<file path="src/rtl/dec_fpr_pkg.sv">
// Shared types and widths for the floating-point register-file writeback path.
package dec_fpr_pkg;

    localparam int unsigned FPR_NUM    = 32;
    localparam int unsigned FPR_ADDR_W = 5;
    localparam int unsigned FPR_DATA_W = 32;

    typedef struct packed {
        logic [FPR_ADDR_W-1:0] rd;
        logic [FPR_DATA_W-1:0] data;
    } fpr_wb_t;

endpackage

</file>
<file path="src/rtl/dec_fpr_ldq.sv">
// FP load-return buffer: small FIFO of {rd, data} with registered full/empty
// flags and a sticky overflow flag for pushes that do not fit.
module dec_fpr_ldq
    import dec_fpr_pkg::*;
#(
    parameter int unsigned DEPTH = 4,
    parameter int unsigned PTR_W = 2
) (
    input  logic    clk,
    input  logic    rst,
    input  logic    i_push,
    input  fpr_wb_t i_data,
    input  logic    i_pop,
    output fpr_wb_t o_head,
    output logic    o_full,
    output logic    o_empty,
    output logic    o_overflow
);

    localparam int unsigned CNT_W = PTR_W + 1;

    fpr_wb_t          r_mem [DEPTH];
    logic [PTR_W-1:0] r_wr_ptr;
    logic [PTR_W-1:0] r_rd_ptr;
    logic [CNT_W-1:0] r_count;
    logic             r_full;
    logic             r_empty;
    logic             r_overflow;
    logic             w_pop_ok;
    logic             w_push_ok;
    logic [CNT_W-1:0] w_count_nxt;

    // A push into a full buffer only fits when the head leaves in the same cycle.
    assign w_pop_ok    = i_pop && !r_empty;
    assign w_push_ok   = i_push && (!r_full || w_pop_ok);
    assign w_count_nxt = r_count + CNT_W'(w_push_ok) - CNT_W'(w_pop_ok);

    always_ff @(posedge clk or posedge rst) begin
        if (rst) begin
            r_wr_ptr   <= '0;
            r_rd_ptr   <= '0;
            r_count    <= '0;
            r_full     <= 1'b0;
            r_empty    <= 1'b1;
            r_overflow <= 1'b0;
        end else begin
            if (w_push_ok) r_wr_ptr <= r_wr_ptr + PTR_W'(1);
            if (w_pop_ok)  r_rd_ptr <= r_rd_ptr + PTR_W'(1);
            r_count <= w_count_nxt;
            r_full  <= (w_count_nxt == CNT_W'(DEPTH));
            r_empty <= (w_count_nxt == '0);
            if (i_push && !w_push_ok) r_overflow <= 1'b1;
        end
    end

    always_ff @(posedge clk) begin
        if (w_push_ok) r_mem[r_wr_ptr] <= i_data;
    end

    assign o_head     = r_mem[r_rd_ptr];
    assign o_full     = r_full;
    assign o_empty    = r_empty;
    assign o_overflow = r_overflow;

endmodule

</file>
<file path="src/rtl/dec_fpr_wb_ctl.sv">
// FP register-file write controller: FPU on port0, load buffer and divide
// arbitrated onto port1, plus the per-register pending-write scoreboard.
module dec_fpr_wb_ctl
    import dec_fpr_pkg::*;
#(
    parameter int unsigned LDQ_DEPTH  = 4,
    parameter int unsigned LDQ_PTR_W  = 2,
    parameter int unsigned DIV_STARVE = 4
) (
    input  logic                  clk,
    input  logic                  rst,
    input  logic                  iss_valid,
    input  logic [FPR_ADDR_W-1:0] iss_rd,
    input  logic                  fpu_valid,
    input  logic [FPR_ADDR_W-1:0] fpu_rd,
    input  logic [FPR_DATA_W-1:0] fpu_data,
    input  logic                  div_valid,
    input  logic [FPR_ADDR_W-1:0] div_rd,
    input  logic [FPR_DATA_W-1:0] div_data,
    output logic                  div_ready,
    input  logic                  ld_valid,
    input  logic [FPR_ADDR_W-1:0] ld_rd,
    input  logic [FPR_DATA_W-1:0] ld_data,
    output logic                  ld_full,
    output logic                  wen0,
    output logic [FPR_ADDR_W-1:0] waddr0,
    output logic [FPR_DATA_W-1:0] wd0,
    output logic                  wen1,
    output logic [FPR_ADDR_W-1:0] waddr1,
    output logic [FPR_DATA_W-1:0] wd1,
    output logic [FPR_NUM-1:0]    fpr_busy,
    output logic                  ldq_overflow
);

    localparam int unsigned STARVE_W = $clog2(DIV_STARVE + 1);

    fpr_wb_t               w_ld_in;
    fpr_wb_t               w_ld_head;
    fpr_wb_t               w_div_wb;
    fpr_wb_t               w_p1_sel;
    logic                  w_ld_empty;
    logic                  w_div_pref;
    logic                  w_ld_pref;
    logic                  w_conflict;
    logic                  w_div_win;
    logic                  w_ld_win;
    logic [FPR_NUM-1:0]    w_busy_nxt;
    logic [STARVE_W-1:0]   r_starve;
    logic                  r_wen0;
    logic [FPR_ADDR_W-1:0] r_waddr0;
    logic [FPR_DATA_W-1:0] r_wd0;
    logic                  r_wen1;
    logic [FPR_ADDR_W-1:0] r_waddr1;
    logic [FPR_DATA_W-1:0] r_wd1;
    logic [FPR_NUM-1:0]    r_busy;

    assign w_ld_in  = '{rd: ld_rd, data: ld_data};
    assign w_div_wb = '{rd: div_rd, data: div_data};

    dec_fpr_ldq #(
        .DEPTH (LDQ_DEPTH),
        .PTR_W (LDQ_PTR_W)
    ) u_ldq (
        .clk        (clk),
        .rst        (rst),
        .i_push     (ld_valid),
        .i_data     (w_ld_in),
        .i_pop      (w_ld_win),
        .o_head     (w_ld_head),
        .o_full     (ld_full),
        .o_empty    (w_ld_empty),
        .o_overflow (ldq_overflow)
    );

    // Port1 select: load head by default, divide once starved or when nothing
    // is buffered; a same-register clash with the FPU idles port1 this cycle.
    always_comb begin
        w_div_pref = div_valid && ((r_starve == STARVE_W'(DIV_STARVE)) || w_ld_empty);
        w_ld_pref  = !w_ld_empty && !w_div_pref;
        w_p1_sel   = w_div_pref ? w_div_wb : w_ld_head;
        w_conflict = fpu_valid && (w_div_pref || w_ld_pref) && (w_p1_sel.rd == fpu_rd);
        w_div_win  = !rst && w_div_pref && !w_conflict;
        w_ld_win   = !rst && w_ld_pref && !w_conflict;
    end

    assign div_ready = w_div_win;

    // Retiring writes clear their bit; a same-cycle issue re-sets it.
    always_comb begin
        w_busy_nxt = r_busy;
        if (r_wen0) w_busy_nxt[r_waddr0] = 1'b0;
        if (r_wen1) w_busy_nxt[r_waddr1] = 1'b0;
        if (iss_valid) w_busy_nxt[iss_rd] = 1'b1;
    end

    always_ff @(posedge clk or posedge rst) begin
        if (rst) begin
            r_starve <= '0;
        end else if (div_valid && !w_div_win) begin
            if (r_starve != STARVE_W'(DIV_STARVE)) r_starve <= r_starve + STARVE_W'(1);
        end else begin
            r_starve <= '0;
        end
    end

    always_ff @(posedge clk or posedge rst) begin
        if (rst) begin
            r_wen0   <= 1'b0;
            r_waddr0 <= '0;
            r_wd0    <= '0;
            r_wen1   <= 1'b0;
            r_waddr1 <= '0;
            r_wd1    <= '0;
            r_busy   <= '0;
        end else begin
            r_wen0 <= fpu_valid;
            if (fpu_valid) begin
                r_waddr0 <= fpu_rd;
                r_wd0    <= fpu_data;
            end
            r_wen1 <= w_div_win || w_ld_win;
            if (w_div_win || w_ld_win) begin
                r_waddr1 <= w_p1_sel.rd;
                r_wd1    <= w_p1_sel.data;
            end
            r_busy <= w_busy_nxt;
        end
    end

    assign wen0     = r_wen0;
    assign waddr0   = r_waddr0;
    assign wd0      = r_wd0;
    assign wen1     = r_wen1;
    assign waddr1   = r_waddr1;
    assign wd1      = r_wd1;
    assign fpr_busy = r_busy;

    // Decode stalls on a pending register unless its write retires this cycle.
    a_issue_not_busy: assert property (@(posedge clk) disable iff (rst)
        !(iss_valid && r_busy[iss_rd]
          && !(r_wen0 && (r_waddr0 == iss_rd))
          && !(r_wen1 && (r_waddr1 == iss_rd))));

    a_ports_distinct: assert property (@(posedge clk) disable iff (rst)
        !(r_wen0 && r_wen1 && (r_waddr0 == r_waddr1)));

endmodule

</file>
<file path="config.mk">
export PLATFORM = sky130hd
export DESIGN_NAME = dec_fpr_wb_ctl
export DESIGN_NICKNAME = d
export VERILOG_FILES = /design/src/rtl/dec_fpr_pkg.sv /design/src/rtl/dec_fpr_ldq.sv /design/src/rtl/dec_fpr_wb_ctl.sv
export SDC_FILE = /design/constraint.sdc
export NUM_CORES = 1
export LEC_CHECK = 0
export ABC_AREA = 0
export CAP_MARGIN = 10
export CORE_MARGIN = 2
export CORE_UTILIZATION = 40
export DETAILED_ROUTE_END_ITERATION = 10
export SLEW_MARGIN = 5
export SYNTH_ARGS = -nofsm -noshare
export SYNTH_HDL_FRONTEND = slang
export SYNTH_SLANG_ARGS = --single-unit
</file>
<file path="constraint.sdc">
create_clock -name clk -period 5.6 [get_ports clk]
set_input_delay 1.12 -clock clk [delete_from_list [all_inputs] [get_ports clk]]
set_output_delay 1.12 -clock clk [all_outputs]
set_load 0.05 [all_outputs]
</file>
# ---- Word-level counts from Yosys, hierarchy flattened
# Memories as Yosys holds them, arrays and structs flattened.
# Cells that the tools add are included.
dict set report word_totals {
  ff_bits 121
  mem_bits_rw 148
  in_bits 122
  out_inout_bits 111
  mem_count 1
}
dict set report classes {
  n_addsub 5
  n_lt_le_gt_ge 6
  eq_ne 5
  n_mux 14
  bitwise_logic 5
  reduce_logical 27
}
# memory words word_bits rd rd_ports_with_merged_regs wr line
set mem_list {}
lappend mem_list {u_ldq.r_mem 4 37 1 0 1 dec_fpr_ldq.sv:22} ;# fpr_wb_t r_mem [DEPTH];
# op n
set op_table {}
lappend op_table {{two-way mux 32 bit} 3}
lappend op_table {{bitwise AND 32 bit} 2}
lappend op_table {{NOT 32 bit} 2}
lappend op_table {{two-way mux 37 bit} 1}
lappend op_table {{bitwise OR 32 bit} 1}
lappend op_table {{< comparator 5 x 6 -> 1 bit (second input constant)} 3}
lappend op_table {{demux 1 bit (select 5 bit)} 3}
lappend op_table {{greater-or-equal comparator 5 x 1 -> 1 bit (second input constant)} 3}
lappend op_table {{logical AND 1 bit} 15}
lappend op_table {{logical NOT 1 bit} 7}
lappend op_table {{equality test 3 bit (second input constant)} 2}
lappend op_table {{two-way mux 3 bit} 2}
lappend op_table {{equality test 5 bit} 1}
lappend op_table {{two-way mux 1 bit} 5}
lappend op_table {{adder 2 x 1 -> 2 bit (second input constant)} 2}
lappend op_table {{logical OR 1 bit} 4}
lappend op_table {{adder 3 x 1 -> 3 bit} 1}
lappend op_table {{adder 3 x 1 -> 3 bit (second input constant)} 1}
lappend op_table {{logical NOT 3 bit} 1}
lappend op_table {{!= test 3 bit (second input constant)} 1}
lappend op_table {{subtractor 3 x 1 -> 3 bit} 1}
lappend op_table {{!= test 2 x 1 -> 1 bit (second input constant)} 1}

# ---- Logic depth before layout (Yosys ltp)
dict set report depth {
  word_depth 16
  mapped_depth 16
}

# ---- Modules after synthesis
# A second synthesis with hierarchy kept.
dict set report hier_totals {
  cells_unflattened 691
  hier_area_um2 10960.5
}
# module n_inst cells_each area_each_um2 seq_area_each_um2
set modules_own_cells {}
lappend modules_own_cells {dec_fpr_ldq 1 234 5836.8 4695.8}
lappend modules_own_cells {dec_fpr_wb_ctl 1 457 5123.7 2777.7}

# ---- Worst setup path after synthesis
# OpenSTA, ideal clock, no wires.
dict set report synth_timing {
  path_type {in2reg}
  from {in fpu_rd[1]}
  to {reg u_ldq.r_full (netlist: u_ldq.o_full)}
  setup_ns 0.088
  t_arrival_ns 3.514
  required_time_ns 5.512
  slack_ns 1.998
  cell_stages 14
  cell_sequence {xor2_1 > nor3_1 > a41oi_1 > a211oi_2 > buf_2 > nor2_2 > ha_1 > inv_1 > ha_1 > inv_1 > fa_1 > xnor2_1 > xnor2_1 > nor3b_1}
}
dict set report synth_between {
  elab_chain_cells 10
}
# element line
set synth_lines {}
lappend synth_lines {{from (decl)} dec_fpr_wb_ctl.sv:15} ;# input logic [FPR_ADDR_W-1:0] fpu_rd,
lappend synth_lines {{equality test 5 bit *} dec_fpr_wb_ctl.sv:81} ;# w_conflict = fpu_valid && (w_div_pref || w_ld_pref) && (w_p1_sel.rd == fpu_rd);
lappend synth_lines {{logical AND 1 bit *} dec_fpr_wb_ctl.sv:81}
lappend synth_lines {{logical NOT 1 bit *} dec_fpr_wb_ctl.sv:83} ;# w_ld_win = !rst && w_ld_pref && !w_conflict;
lappend synth_lines {{logical AND 1 bit *} dec_fpr_wb_ctl.sv:83}
lappend synth_lines {{logical AND 1 bit *} dec_fpr_ldq.sv:34} ;# assign w_pop_ok = i_pop && !r_empty;
lappend synth_lines {{named net u_ldq.w_pop_ok} dec_fpr_ldq.sv:29} ;# logic w_pop_ok;
lappend synth_lines {{logical OR 1 bit} dec_fpr_ldq.sv:35} ;# assign w_push_ok = i_push && (!r_full || w_pop_ok);
lappend synth_lines {{logical AND 1 bit} dec_fpr_ldq.sv:35}
lappend synth_lines {{adder 3 x 1 -> 3 bit} dec_fpr_ldq.sv:36} ;# assign w_count_nxt = r_count + CNT_W'(w_push_ok) - CNT_W'(w_pop_ok);
lappend synth_lines {{subtractor 3 x 1 -> 3 bit *} dec_fpr_ldq.sv:36}
lappend synth_lines {{named net u_ldq.w_count_nxt[2]} dec_fpr_ldq.sv:31} ;# logic [CNT_W-1:0] w_count_nxt;
lappend synth_lines {{equality test 3 bit *} dec_fpr_ldq.sv:50} ;# r_full <= (w_count_nxt == CNT_W'(DEPTH));
lappend synth_lines {{to (signal assigned)} dec_fpr_ldq.sv:50}
lappend synth_lines {{to (decl)} dec_fpr_ldq.sv:26} ;# logic r_full;
# Mark *: on every way through the listed nets, which the timed path passes. The rest lies on a longest branch.
# A chain may end at the register's enable or synchronous reset.

# ---- Worst setup path after layout
dict set report layout_timing {
  from {in div_valid}
  to {out div_ready}
}
dict set report layout_between {
  elab_chain_cells 8
  elab_cells_between_ends 11
  cone_classes {eq/ne: 1; mux: 1; reduce/logical: 9}
}
# element line
set layout_lines {}
lappend layout_lines {{from (decl)} dec_fpr_wb_ctl.sv:17} ;# input logic div_valid,
lappend layout_lines {{logical AND 1 bit *} dec_fpr_wb_ctl.sv:78} ;# w_div_pref = div_valid && ((r_starve == STARVE_W'(DIV_STARVE)) || w_ld_empty);
lappend layout_lines {{parallel branches: the longest is 6 deep, another holds two-way mux 37 bit} --}
lappend layout_lines {{logical AND 1 bit *} dec_fpr_wb_ctl.sv:82} ;# w_div_win = !rst && w_div_pref && !w_conflict;
lappend layout_lines {{to (decl)} dec_fpr_wb_ctl.sv:20} ;# output logic div_ready,
# Every way passes the cells marked *.

==> run_results.csv <==
group,metric,value,unit
status,outcome,"completed",
synthesis,syn-cell-area,0.0112,mm²
setup_path,cp_common_cell,"buf_4",
synthesis,syn_inst,744,
final_layout,syn2layout_area_growth,32.4,%
final_layout,fin_nets,1116,
cts,cts_setup_buffers,0,
cts,cts_root_buffer,"clkbuf_16",
floorplanning,start_util,40.5,%
setup_path,end_kind,"output pin",
synthesis,ys.flop_type,"edfxtp_1",
setup_path,path_cells,"clkdlybuf4s50_1, o21a_2, a41oi_1, a211oi_2, buf_4, nor2_1, buf_4",
detailed_routing,vias,6997,
pwr,p_comb_share,42.2,%
pwr,power.internal,5.12,mW
sta,maxSlewHeadroom,31.8,%
placed_design,hpwl,18100,µm
placed_design,io_buffers,232,
pwr,p_total,8.27,mW
cts,clock_latency,0.55,ns
detailed_routing,dr.pass1.iters,5,
synthesis,synth.distinct_cells,46,
floorplanning,die_w,171,µm
job,maxCapViolCount,0,
setup_path,cp_slowest_cell,"clkdlybuf4s50_1",
synthesis,synth_nets,875,
pwr,powerDensity,557,mW/mm²
synthesis,synth-edff-count,148,
grt,antenna_found_initial,5,
grt,grt_pass1_wl,40400,µm
setup_path,cp_top_family,"buffers and inverters",
floorplanning,die_area,0.0294,mm²
detailed_routing,ant_nets,0,
pwr,power.share.switching,38.1,%
synthesis,ys_seq_area_share,66.6,%
sta,worst_slew_pin_slew,1.02,ns
sta,rsz0062_at_grt,"false",
floorplanning,die_h,171,µm
final_layout,drive_above_1_share,17.9,%
grt,grt_max_degree,56,
detailed_routing,via_per_inst,5.05,
cts,cts_tree,"done",
detailed_routing,wl_per_cell,18.9,µm
detailed_routing,drc_errors,0,
hold_path,hold_class,"flip-flop to flip-flop",
cts,post_cts_resized,0,
detailed_routing,wl,26200,µm
setup_path,critPathKind,"input port to output pin",
final_layout,final_util,53.6,%
final_layout,layout_commonest_cell,"clkdlybuf4s50_1",
cts,clk_pin_slew,0.06,ns
cts,cts_sinks,269,
grt,grt_usage,17.8,%
grt,overflow,0,
placed_design,numPlacedInstances,1332,
synthesis,synth_seq_cells,269,
cts,ctsHoldBuffers,0,
sta,final.setup.tns,0,ns
sta,slew_violations,0,
final_layout,mostFrequentLayoutCells,"clkdlybuf4s50_1 (230), edfxtp_1 (148), nand2_1 (133)",
final_layout,final-instance-count-excl-fill,1386,
setup_path,required,4.48,ns
sta,clock_skew,0.0110,ns
setup_path,max_stage_delay,0.61,ns
cts,htree_num_levels,1,
setup_path,cp.buffers_inverters,3,
placed_design,gp_congestion,0.868,
floorplanning,fp-row-count,61,
floorplanning,io_pins,233,
pwr,ir_drop,323,µV
detailed_routing,drt-initial-drc-count,430,
pwr,power_frac_clock,21.1,%
synthesis,postSynthAreaPerCell,15.1,µm²
sta,max_clock_freq,0.236,GHz
cts,cts_buffers,29,
sta,timing.final.crit_share,75.8,%
pwr,p_switching,3.15,mW
pwr,power_frac_seq,36.7,%
setup_path,cp_max_fo,20,
final_layout,multi_input_area,0.00356,mm²
sta,hold_viol,0,
cts,cts_max_path_buffers,3,
sta,period_minus_slack,4.24,ns
setup_path,cp.arrival,3.12,ns
final_layout,regArea,0.00748,mm²
synthesis,synth-async-reset-ratio,45.0,%
final_layout,final.fill_count,2337,
floorplanning,placeableCoreArea,0.0277,mm²
sta,fin_hold_ws,0.489,ns
pwr,p_leak,5.62,nW
grt,grt_pass1_vias,7197,
synthesis,synth-warning-count,0,
setup_path,cp-start-kind,"input port",
sta,setup_viol,0,
## synth_stat cells, types with 8 or more instances
library cell  instances  area (µm²)
nand3_1               8        40.0
dfrtp_1             120        3000
edfxtp_1            148        4440
o21ai_0              19        95.1
ha_1                  8         100
mux4_2               37         833
o211ai_1              8        60.1
nor2_1               26        97.6
mux2_4               19         285
nor3b_1              13        97.6
xnor2_1               9        78.8
a22oi_1              24         180
mux2_2               55         619
a22o_1               16         140
nand2_1             133         499
inv_1                12        45.0
clkbuf_1             25        93.8
## final timing paths
kind / start / end / slack [ns] / depth (start not counted)
setup / recovery: div_valid / div_ready / 1.36 / 7
hold / removal: u_ldq.o_overflow / u_ldq.o_overflow / 0.49 / 1
setup reg to reg: u_ldq.r_rd_ptr[0] / u_ldq.o_full / 1.66 / 14
hold reg to reg: u_ldq.o_overflow / u_ldq.o_overflow / 0.49 / 1
max in group asynchronous: rst / wd1[8] / 3.42 / 3
min in group asynchronous: rst / u_ldq.r_wr_ptr[1] / 1.15 / 2
## sequential cells by signal, indices dropped and copies added, names as in the netlist, 2 cells and up
name,count
u_ldq.r_mem,148
wd0,32
wd1,32
u_ldq.r_rd_ptr,2
r_starve,3
waddr0,5
u_ldq.r_wr_ptr,2
fpr_busy,32
u_ldq.r_count,3
waddr1,5
## power groups by stage
stage | sequential [mW] | combinational, mW | clock [mW]
floorplan | 3.91 | 1.54 | 0
global placement | 3.07 | 3.51 | 0
CTS | 3.04 | 3.54 | 1.79
finish | 3.04 | 3.49 | 1.74
detailed placement | 3.07 | 3.53 | 0
global route | 3.10 | 3.74 | 1.87
## layout make-up
class                   count  share of cell area (%)
well taps                 378                    3.19
clock buffers              46                    5.52
clock inverters             6                   0.312
flip-flops and latches    269                    50.3
repair buffers            245                    16.3
inverters                  12                   0.320
diodes                      2                  0.0337
multi-input cells         428                    24.0
## through the flow
step                      setup slack [ns]  instance area, µm²
after floorplan                       1.27               11200
after global placement                1.10               14000
after detailed placement              1.05               14000
after CTS                             1.32               14800
after global routing                  1.20               14800
final                                 1.36               14800
## worst reg2reg max path, stage by stage (launching register included)
cell      delay (ns)
dfrtp_2         0.78
mux4_2          0.63
xnor2_1         0.14
a211oi_1        0.28
a211oi_2        0.07
buf_4           0.19
nor2_2          0.31
ha_1            0.29
inv_1           0.05
ha_1            0.12
inv_1           0.05
fa_1            0.37
xnor2_1         0.15
xnor2_1         0.21
nor3b_1         0.21
## metal layers
metal | share of wire, % | up-vias | global-route usage, %
met4 | 2.1 | 6 | 3.76
met2 | 48 | 234 | 30.1
met1 | 42 | 3445 | 23.3
met3 | 7.6 | 48 | 4.67
li1 | - | 3264 | -
met5 | 0.15 | - | 0
## cells by family (layout without fill, tap and decap cells)
family | count (synthesis) | in the layout | share of synthesized area [%]
buffers and inverters | 47 | 309 | 1.90
AO/OA/AOI/OAI | 85 | 85 | 5.54
XOR/XNOR | 14 | 14 | 1.09
AND/OR/NAND/NOR | 208 | 208 | 8.21
other | 0 | 2 | 0
adder cells (fa/ha/maj) | 9 | 9 | 1.07
multiplexers | 112 | 112 | 15.6
flip-flops | 269 | 269 | 66.6
No activity file was read; power rests on OpenSTA's default activity.
